**src/rtl/usr_pkg.sv**
```systemverilog
// Shared definitions for the universal shift register.
// Holds the mode codes and the two-state sequencer encoding.
package usr_pkg;

    localparam logic [2:0] MODE_HOLD  = 3'b000;
    localparam logic [2:0] MODE_SHR   = 3'b001;
    localparam logic [2:0] MODE_SHL   = 3'b010;
    localparam logic [2:0] MODE_LOAD  = 3'b011;
    localparam logic [2:0] MODE_ROR   = 3'b100;
    localparam logic [2:0] MODE_ROL   = 3'b101;
    localparam logic [2:0] MODE_ASR   = 3'b110;
    localparam logic [2:0] MODE_BURST = 3'b111;

    typedef enum logic {
        ST_IDLE   = 1'b0,
        ST_STREAM = 1'b1
    } state_t;

endpackage

```
**src/rtl/usr_barrel.sv**
```systemverilog
// Combinational rotate-right, rotate-left and arithmetic-right-shift by amt.
// Ports: d (data), amt (shift amount) -> ror_q, rol_q, asr_q.
module usr_barrel
    import usr_pkg::*;
#(
    parameter int WIDTH = 8,
    parameter int AW    = $clog2(WIDTH)
) (
    input  logic [WIDTH-1:0] d,
    input  logic [AW-1:0]    amt,
    output logic [WIDTH-1:0] ror_q,
    output logic [WIDTH-1:0] rol_q,
    output logic [WIDTH-1:0] asr_q
);

    // Rotates wrap modulo WIDTH; only matters when WIDTH is not a power of two.
    logic [31:0] sh;

    assign sh = 32'(amt) % 32'(WIDTH);

    // Rotation via a doubled copy of the word: the window slides across it.
    assign ror_q = WIDTH'({d, d} >> sh);
    assign rol_q = WIDTH'(({d, d} << sh) >> WIDTH);

    // Shifting by WIDTH or more naturally yields all sign bits.
    assign asr_q = WIDTH'($signed(d) >>> amt);

endmodule

```
**src/rtl/usr_param.sv**
```systemverilog
// Parametrised universal shift register with a parallel-in serial-out burst.
// Ports: clk, rst (async active-low), en, mode, amt, sin_r, sin_l, par_in
//        -> q, sout (=q[0]), sout_valid (=busy), busy, done (1-cycle pulse).
module usr_param
    import usr_pkg::*;
#(
    parameter int               WIDTH     = 8,
    parameter logic [WIDTH-1:0] RESET_VAL = '0
) (
    input  logic                     clk,
    input  logic                     rst,
    input  logic                     en,
    input  logic [2:0]               mode,
    input  logic [$clog2(WIDTH)-1:0] amt,
    input  logic                     sin_r,
    input  logic                     sin_l,
    input  logic [WIDTH-1:0]         par_in,
    output logic [WIDTH-1:0]         q,
    output logic                     sout,
    output logic                     sout_valid,
    output logic                     busy,
    output logic                     done
);

    localparam int AW = $clog2(WIDTH);
    localparam int CW = $clog2(WIDTH) + 1;

    state_t           state, state_n;
    logic [CW-1:0]    cnt, cnt_n;
    logic [WIDTH-1:0] q_n;
    logic             done_n;

    logic [WIDTH-1:0] ror_q, rol_q, asr_q;

    usr_barrel #(
        .WIDTH (WIDTH),
        .AW    (AW)
    ) u_barrel (
        .d     (q),
        .amt   (amt),
        .ror_q (ror_q),
        .rol_q (rol_q),
        .asr_q (asr_q)
    );

    always_ff @(posedge clk or negedge rst) begin
        if (!rst) begin
            state <= ST_IDLE;
            cnt   <= '0;
            q     <= RESET_VAL;
            done  <= 1'b0;
        end else begin
            state <= state_n;
            cnt   <= cnt_n;
            q     <= q_n;
            done  <= done_n;
        end
    end

    always_comb begin
        state_n = state;
        cnt_n   = cnt;
        q_n     = q;
        done_n  = 1'b0;
        unique case (state)
            ST_IDLE: begin
                if (en) begin
                    unique case (mode)
                        MODE_HOLD:  q_n = q;
                        MODE_SHR:   q_n = {sin_r, q[WIDTH-1:1]};
                        MODE_SHL:   q_n = {q[WIDTH-2:0], sin_l};
                        MODE_LOAD:  q_n = par_in;
                        MODE_ROR:   q_n = ror_q;
                        MODE_ROL:   q_n = rol_q;
                        MODE_ASR:   q_n = asr_q;
                        MODE_BURST: begin
                            q_n     = par_in;
                            cnt_n   = '0;
                            state_n = ST_STREAM;
                        end
                        default:    q_n = q;
                    endcase
                end
            end
            ST_STREAM: begin
                // Commands are ignored; only reset can abort a burst.
                q_n   = {sin_r, q[WIDTH-1:1]};
                cnt_n = cnt + CW'(1);
                if (cnt == CW'(WIDTH - 1)) begin
                    state_n = ST_IDLE;
                    done_n  = 1'b1;
                end
            end
            default: state_n = ST_IDLE;
        endcase
    end

    assign busy       = (state == ST_STREAM);
    assign sout_valid = busy;
    assign sout       = q[0];

endmodule
```
**config.mk**
```make
export PLATFORM = sky130hd
export DESIGN_NAME = usr_param
export DESIGN_NICKNAME = d
export VERILOG_FILES = /design/src/rtl/usr_pkg.sv /design/src/rtl/usr_barrel.sv /design/src/rtl/usr_param.sv
export SDC_FILE = /design/constraint.sdc
export NUM_CORES = 1
export LEC_CHECK = 0
export CORE_ASPECT_RATIO = 1.1
export CORE_MARGIN = 2
export CORE_UTILIZATION = 40
export DETAILED_ROUTE_END_ITERATION = 12
export PLACE_DENSITY = 0.65
export SLEW_MARGIN = 40
export SYNTH_ARGS = -nofsm -noshare
export SYNTH_HDL_FRONTEND = slang
export SYNTH_SLANG_ARGS = --single-unit
```
**constraint.sdc**
```tcl
create_clock -name clk -period 2.55 [get_ports clk]
set_input_delay 0.3825 -clock clk [delete_from_list [all_inputs] [get_ports clk]]
set_output_delay 0.3825 -clock clk [all_outputs]
set_load 0.02 [all_outputs]
```
# Word level (Yosys, flattened, before mapping)
# Cells that the tools add are included.
[totals]
ff_bits = 14
[classes]
n_addsub = 1
eq_ne = 11
shifts = 3
n_mux = 12
bitwise_logic = 1
n_reduce_logical = 4
[ops]
columns = ["operator", "count"]
rows = [
  ["$pmux 8 s6", 1],
  ["$pmux 8 s2", 1],
  ["$shl 16x3->16", 1],
  ["$shr 16x3->8", 1],
  ["$eq 3x3->1 const B", 4],
  ["$mux 4", 2],
  ["$mux 8", 1],
  ["$pmux 4 s2", 1],
  ["$sshr 8x3->8", 1],
  ["$eq 3x2->1 const B", 2],
  ["$mux 1", 5],
  ["$add 4x1->4 const B", 1],
  ["$eq 4x3->1 const B", 1],
  ["$ne 2x2->1 const B", 2],
  ["$reduce_and 2->1", 2],
  ["$eq 3x1->1 const B", 1],
  ["$logic_not 3->1", 1],
  ["$ne 2x1->1 const B", 1],
  ["$pmux 1 s2", 1],
  ["$reduce_or 2->1", 1],
  ["$not 1->1", 1],
]

# Depth between registers and ports, before layout
[logic_depth]
ltp_word = 5
mapped_depth = 8
depth_no_buf = 5

# Cells and area by module
# A second synthesis with hierarchy kept.
[hier_totals]
cells_unflattened = 201
hier_area_um2 = 1602.8
[by_module_without_submodules]
columns = ["mod", "n_inst", "cells_per_inst", "area_each_um2", "seq_area_each_um2"]
rows = [
  ["usr_param", 1, 108, 1012.2, 350.3],
  ["usr_barrel", 1, 93, 590.6, 0.0],
]

# Worst setup path before layout
# OpenSTA, ideal clock, no wires.
[synth_timing]
path_kind = "reg2reg"
startpoint = "register q[4]"
endpoint = "register q[6]"
setup_ns = 0.130
arrival_time_ns = 1.677
path_slack_ns = 0.744
path_stages_with_launch = 7
path_buffers = 1
path_cell_list = "dfrtp_1 -> buf_6 -> mux4_2 -> a22oi_2 -> nor2_2 -> a2111oi_4 -> a21oi_2"
[synth_between]
elab_chain_len = 4
[synth_rtl]
columns = ["element", "line", "text"]
rows = [
  ["start: declaration", "usr_param.sv:18", "output logic [WIDTH-1:0] q,"],
  ["start signal: assignment", "usr_param.sv:55", "q <= q_n;"],
  ["$sshr 8x3->8, or another cell as far along", "usr_barrel.sv:26", "assign asr_q = WIDTH'($signed(d) >>> amt);"],
  ["$pmux 8 s6 (*)", "usr_param.sv:68", "unique case (mode)"],
  ["$mux 8 (*)", "usr_param.sv:67", "if (en) begin"],
  ["$pmux 8 s2 (*)", "usr_param.sv:65", "unique case (state)"],
]
# Mark *: on every way between the ends. The rest lies on a longest branch, timed or not. The select of a mux whose other input is x is not followed.
# A chain may end at the register's enable or synchronous reset.

# Worst setup path in the final report
[layout_timing]
startpoint = "input port amt[0]"
endpoint = "register q[0]"
[layout_between]
elab_chain_len = 4
[layout_rtl]
columns = ["element", "line", "text"]
rows = [
  ["start: declaration", "usr_param.sv:14", "input logic [$clog2(WIDTH)-1:0] amt,"],
  ["$sshr 8x3->8, or another cell as far along", "usr_barrel.sv:26", ""],
  ["$pmux 8 s6 (*)", "usr_param.sv:68", ""],
  ["$mux 8 (*)", "usr_param.sv:67", ""],
  ["$pmux 8 s2 (*)", "usr_param.sv:65", ""],
]
# Marked as above.

==> Implementation_results.wiki <==
{| class="wikitable"
! Metric !! Value
|-
| DP Cell Count || 265
|-
| Starting utilization of the core area || 42.51%
|-
| Clk root buf || sky130_fd_sc_hd__clkbuf_8
|-
| Worst hold slack across all endpoints || 0.5281 ns
|-
| Worst-path cell with the longest stage delay || sky130_fd_sc_hd__clkdlybuf4s50_1
|-
| RSZ-0062 raised after global routing || no
|-
| CTS tree || done
|-
| Kind of capture point of the worst setup path || flip-flop
|-
| Final standard cell count with taps included and fillers excluded || 269
|-
| Net count of the mapped netlist || 220
|-
| Count of pins on the block boundary || 31
|-
| Critical path, cell by cell || clkdlybuf4s50_1 > buf_4 > mux4_2 > nand2_1 > o21ai_1 > o21ai_0 > a21oi_1
|-
| DRC violation total after the first TritonRoute iteration || 131
|-
| Diodes inserted || 0
|-
| Sequential area share after synthesis || 20.48%
|-
| Drt pass-1 iters || 4
|-
| # resized after CTS || 0
|-
| Max VDD drop || 0.6909 mV
|-
| Via count of the first global-routing pass || 1456
|-
| Later-pin clock latency in the skew report || 0.24 ns
|-
| Post-CTS Repair Setup Buffers || 0
|-
| Final sum of negative setup slack || 0 ns
|-
| H-tree depth reported by CTS || 1
|-
| Avg Inst Size Synth || 8.552 um^2
|-
| Overall global routing resource usage || 19.68%
|-
| Max Fanout on Critical Path || 9
|-
| Status || finished clean
|-
| Hold_buf cts || 0
|-
| Total routed wirelength || 4.516 mm
|-
| Number of distinct library cells after synthesis || 50
|-
| Max-Slew Margin vs Limit || 55.86%
|-
| Via Count || 1609
|-
| Number of standard cells after synthesis || 200
|-
| Final setup vio count || 0
|-
| Number of maximum-capacitance violations || 0
|-
| Die Width || 66.35 um
|-
| Fillers || 396
|-
| Leakage power figure || 0.7900 nW
|-
| Syn Std Cell Area || 1710 um^2
|-
| Crit path launch type || primary input
|-
| WS Path Type || primary input to flip-flop
|-
| Port bufs || 30
|-
| Area of the core || 4024 um^2
|-
| Area contributors post-synth || sky130_fd_sc_hd__dfrtp_1 (20%), sky130_fd_sc_hd__mux4_2 (7.9%), sky130_fd_sc_hd__mux2i_1 (7.6%)
|-
| DRC || 0
|-
| Number of antenna violations at the first check in global routing || 0
|-
| Largest net degree at the start of global routing || 25
|-
| Worst setup timing slack at the placement stage || 0.1814 ns
|-
| Top cell type's share of synthesized area || 20.48%
|-
| Number of warning messages in the yosys log || 0
|-
| Vertical extent of the die || 72.58 um
|-
| Number of placement rows || 24
|-
| Max stage delay on crit path || 0.59 ns
|-
| Overflow after GRT || 0
|-
| Final period utilization || 83.03%
|-
| Share of final-layout standard cells stronger than drive strength 1 || 16.59%
|-
| Count of nets left with antenna violations after detail routing || 0
|-
| Primary FF master, synth || sky130_fd_sc_hd__dfrtp_1
|-
| Growth of design area from synthesis to finish || 20.12%
|-
| Slew of the pin with the lowest slew margin || 0.6600 ns
|-
| Clock skew after layout || 0.0008778 ns
|-
| Final min period || 2.117 ns
|-
| Wire per inst || 16.79 um
|-
| PwrDens || 976.6 nW/um^2
|-
| Most common cell after layout, fill and taps aside || sky130_fd_sc_hd__clkdlybuf4s50_1
|-
| Top library cells by usage in the layout, fill and taps aside || sky130_fd_sc_hd__clkdlybuf4s50_1 (30), sky130_fd_sc_hd__nor2_1 (21), sky130_fd_sc_hd__a21oi_1 (20)
|-
| Global-route wire length before repair || 7.410 mm
|-
| Number of endpoints with negative hold slack in the final report || 0
|-
| Maximum frequency from static timing analysis || 472.3 MHz
|-
| Final #Nets || 238
|-
| Post-DP HPWL || 3.330 mm
|-
| Arrival time at the worst endpoint || 2.23 ns
|-
| Number of CTS-inserted buffers || 3
|-
| Number of pins with negative max-slew slack in the final report || 0
|-
| Clock Pin Slew Worst Setup and Hold Paths || 0.06 ns
|-
| Weighted congestion at the end of routability-driven global placement || 0.8349
|-
| Setup slack after layout || 0.4326 ns
|-
| Hold crit path type || flip-flop to flip-flop
|-
| Maximum clock insertion buffer count || 2
|-
| Critical path required time || 2.67 ns
|-
| Cell type with the largest total area after synthesis || sky130_fd_sc_hd__dfrtp_1
|-
| Number of sinks on the clock net || 14
|-
| Flop and latch count out of synthesis || 14
|-
| Area of the die || 4815 um^2
|-
| Average vias per placed instance || 5.981
|-
| EDFF count, synth || 0
|-
| Post-synthesis async set-or-reset flop share || 100.0%
|}
-- synth_stat cells (all sizes together) (2+ instances only) --
| master | n |
|---|---|
| a21oi | 22 |
| nor2 | 22 |
| buf | 16 |
| dfrtp | 14 |
| mux2i | 13 |
| clkbuf | 11 |
| a211oi | 9 |
| mux2 | 9 |
| nand2b | 9 |
| nand2 | 8 |
| mux4 | 7 |
| o21ai | 6 |
| nand3 | 5 |
| a31oi | 4 |
| nor2b | 4 |
| nor3 | 4 |
| a22o | 3 |
| inv | 3 |
| o211ai | 3 |
| o311ai | 3 |
| a221oi | 2 |
| nor3b | 2 |
| o31ai | 2 |
-- layout make-up --
| type | count | area (um^2) | share of cell area (%) |
|---|---|---|---|
| clock buffer | 4 | 55.05 | 2.680 |
| multi-input combinational | 156 | 1185 | 57.67 |
| sequential | 14 | 350.3 | 17.05 |
| timing repair buffer | 40 | 387.9 | 18.88 |
| tap | 52 | 65.06 | 3.167 |
| inverter | 3 | 11.26 | 0.5481 |
-- path summary, 6_finish.rpt --
| kind | from | endpoint | slack [ns] | depth (start not counted) |
|---|---|---|---|---|
| setup reg to reg | q[6] | q[6] | 0.66 | 5 |
| setup / recovery | amt[0] | q[0] | 0.43 | 7 |
| min in group asynchronous | rst | busy | 0.55 | 1 |
| hold reg to reg | cnt[1] | cnt[1] | 0.53 | 1 |
| max in group asynchronous | rst | q[6] | 1.58 | 1 |
| hold / removal | cnt[1] | cnt[1] | 0.53 | 1 |
-- worst max-delay path: cells and delay by family --
| kind | cells | cell delay, ns |
|---|---|---|
| AOI/OAI and AO/OA | 3 | 0.45 |
| buffers and inverters | 2 | 0.82 |
| muxes | 1 | 0.51 |
| and+or+nand+nor | 1 | 0.07 |
-- per-layer routing --
| metal | part of all wire [%] | track usage (%) | vias to the layer above |
|---|---|---|---|
| met1 | 42 | 27.20 | 776 |
| met3 | 4.8 | 0.9259 | 2 |
| met2 | 53 | 35.11 | 52 |
| li1 | - | - | 779 |
| met4 | 0.24 | 2.041 | 0 |
| met5 | 0 | 0 | - |
-- cells by family (layout without fill, tap and decap cells) --
logic type	count (synthesis)	after routing	synth area share, %
AOI/OAI and AO/OA	64	64	26.92
and+or+nand+nor	60	60	17.63
buffers and inverters	30	47	10.24
muxes	29	29	22.97
DFF	14	14	20.48
xor gates and xnor gates	2	2	1.024
adders and majority gates	1	1	0.7314
-- flip-flops by register name (all words and copies together) (netlist names) --
name,count
cnt,4
q,8
busy,1
done,1
-- metrics by stage --
step | util [%] | power [mW] | instance area (um^2)
floorplan | - | 1.431 | 1710
global placement | 49.69 | 1.780 | 1999
detailed placement | 49.69 | 1.792 | 1999
CTS | 51.06 | 2.011 | 2054
global route | 51.06 | 2.160 | 2054
finish | 51.06 | 2.006 | 2054
-- power by group --
group	leakage [nW]	internal, mW	switching [mW]	total (mW)
clock network	0.0288	0.137	0.0754	0.212
logic	0.595	0.617	0.568	1.19
registers	0.166	0.328	0.282	0.609
total	0.790	1.08	0.925	2.01
Power figures use the tool's default switching activity.
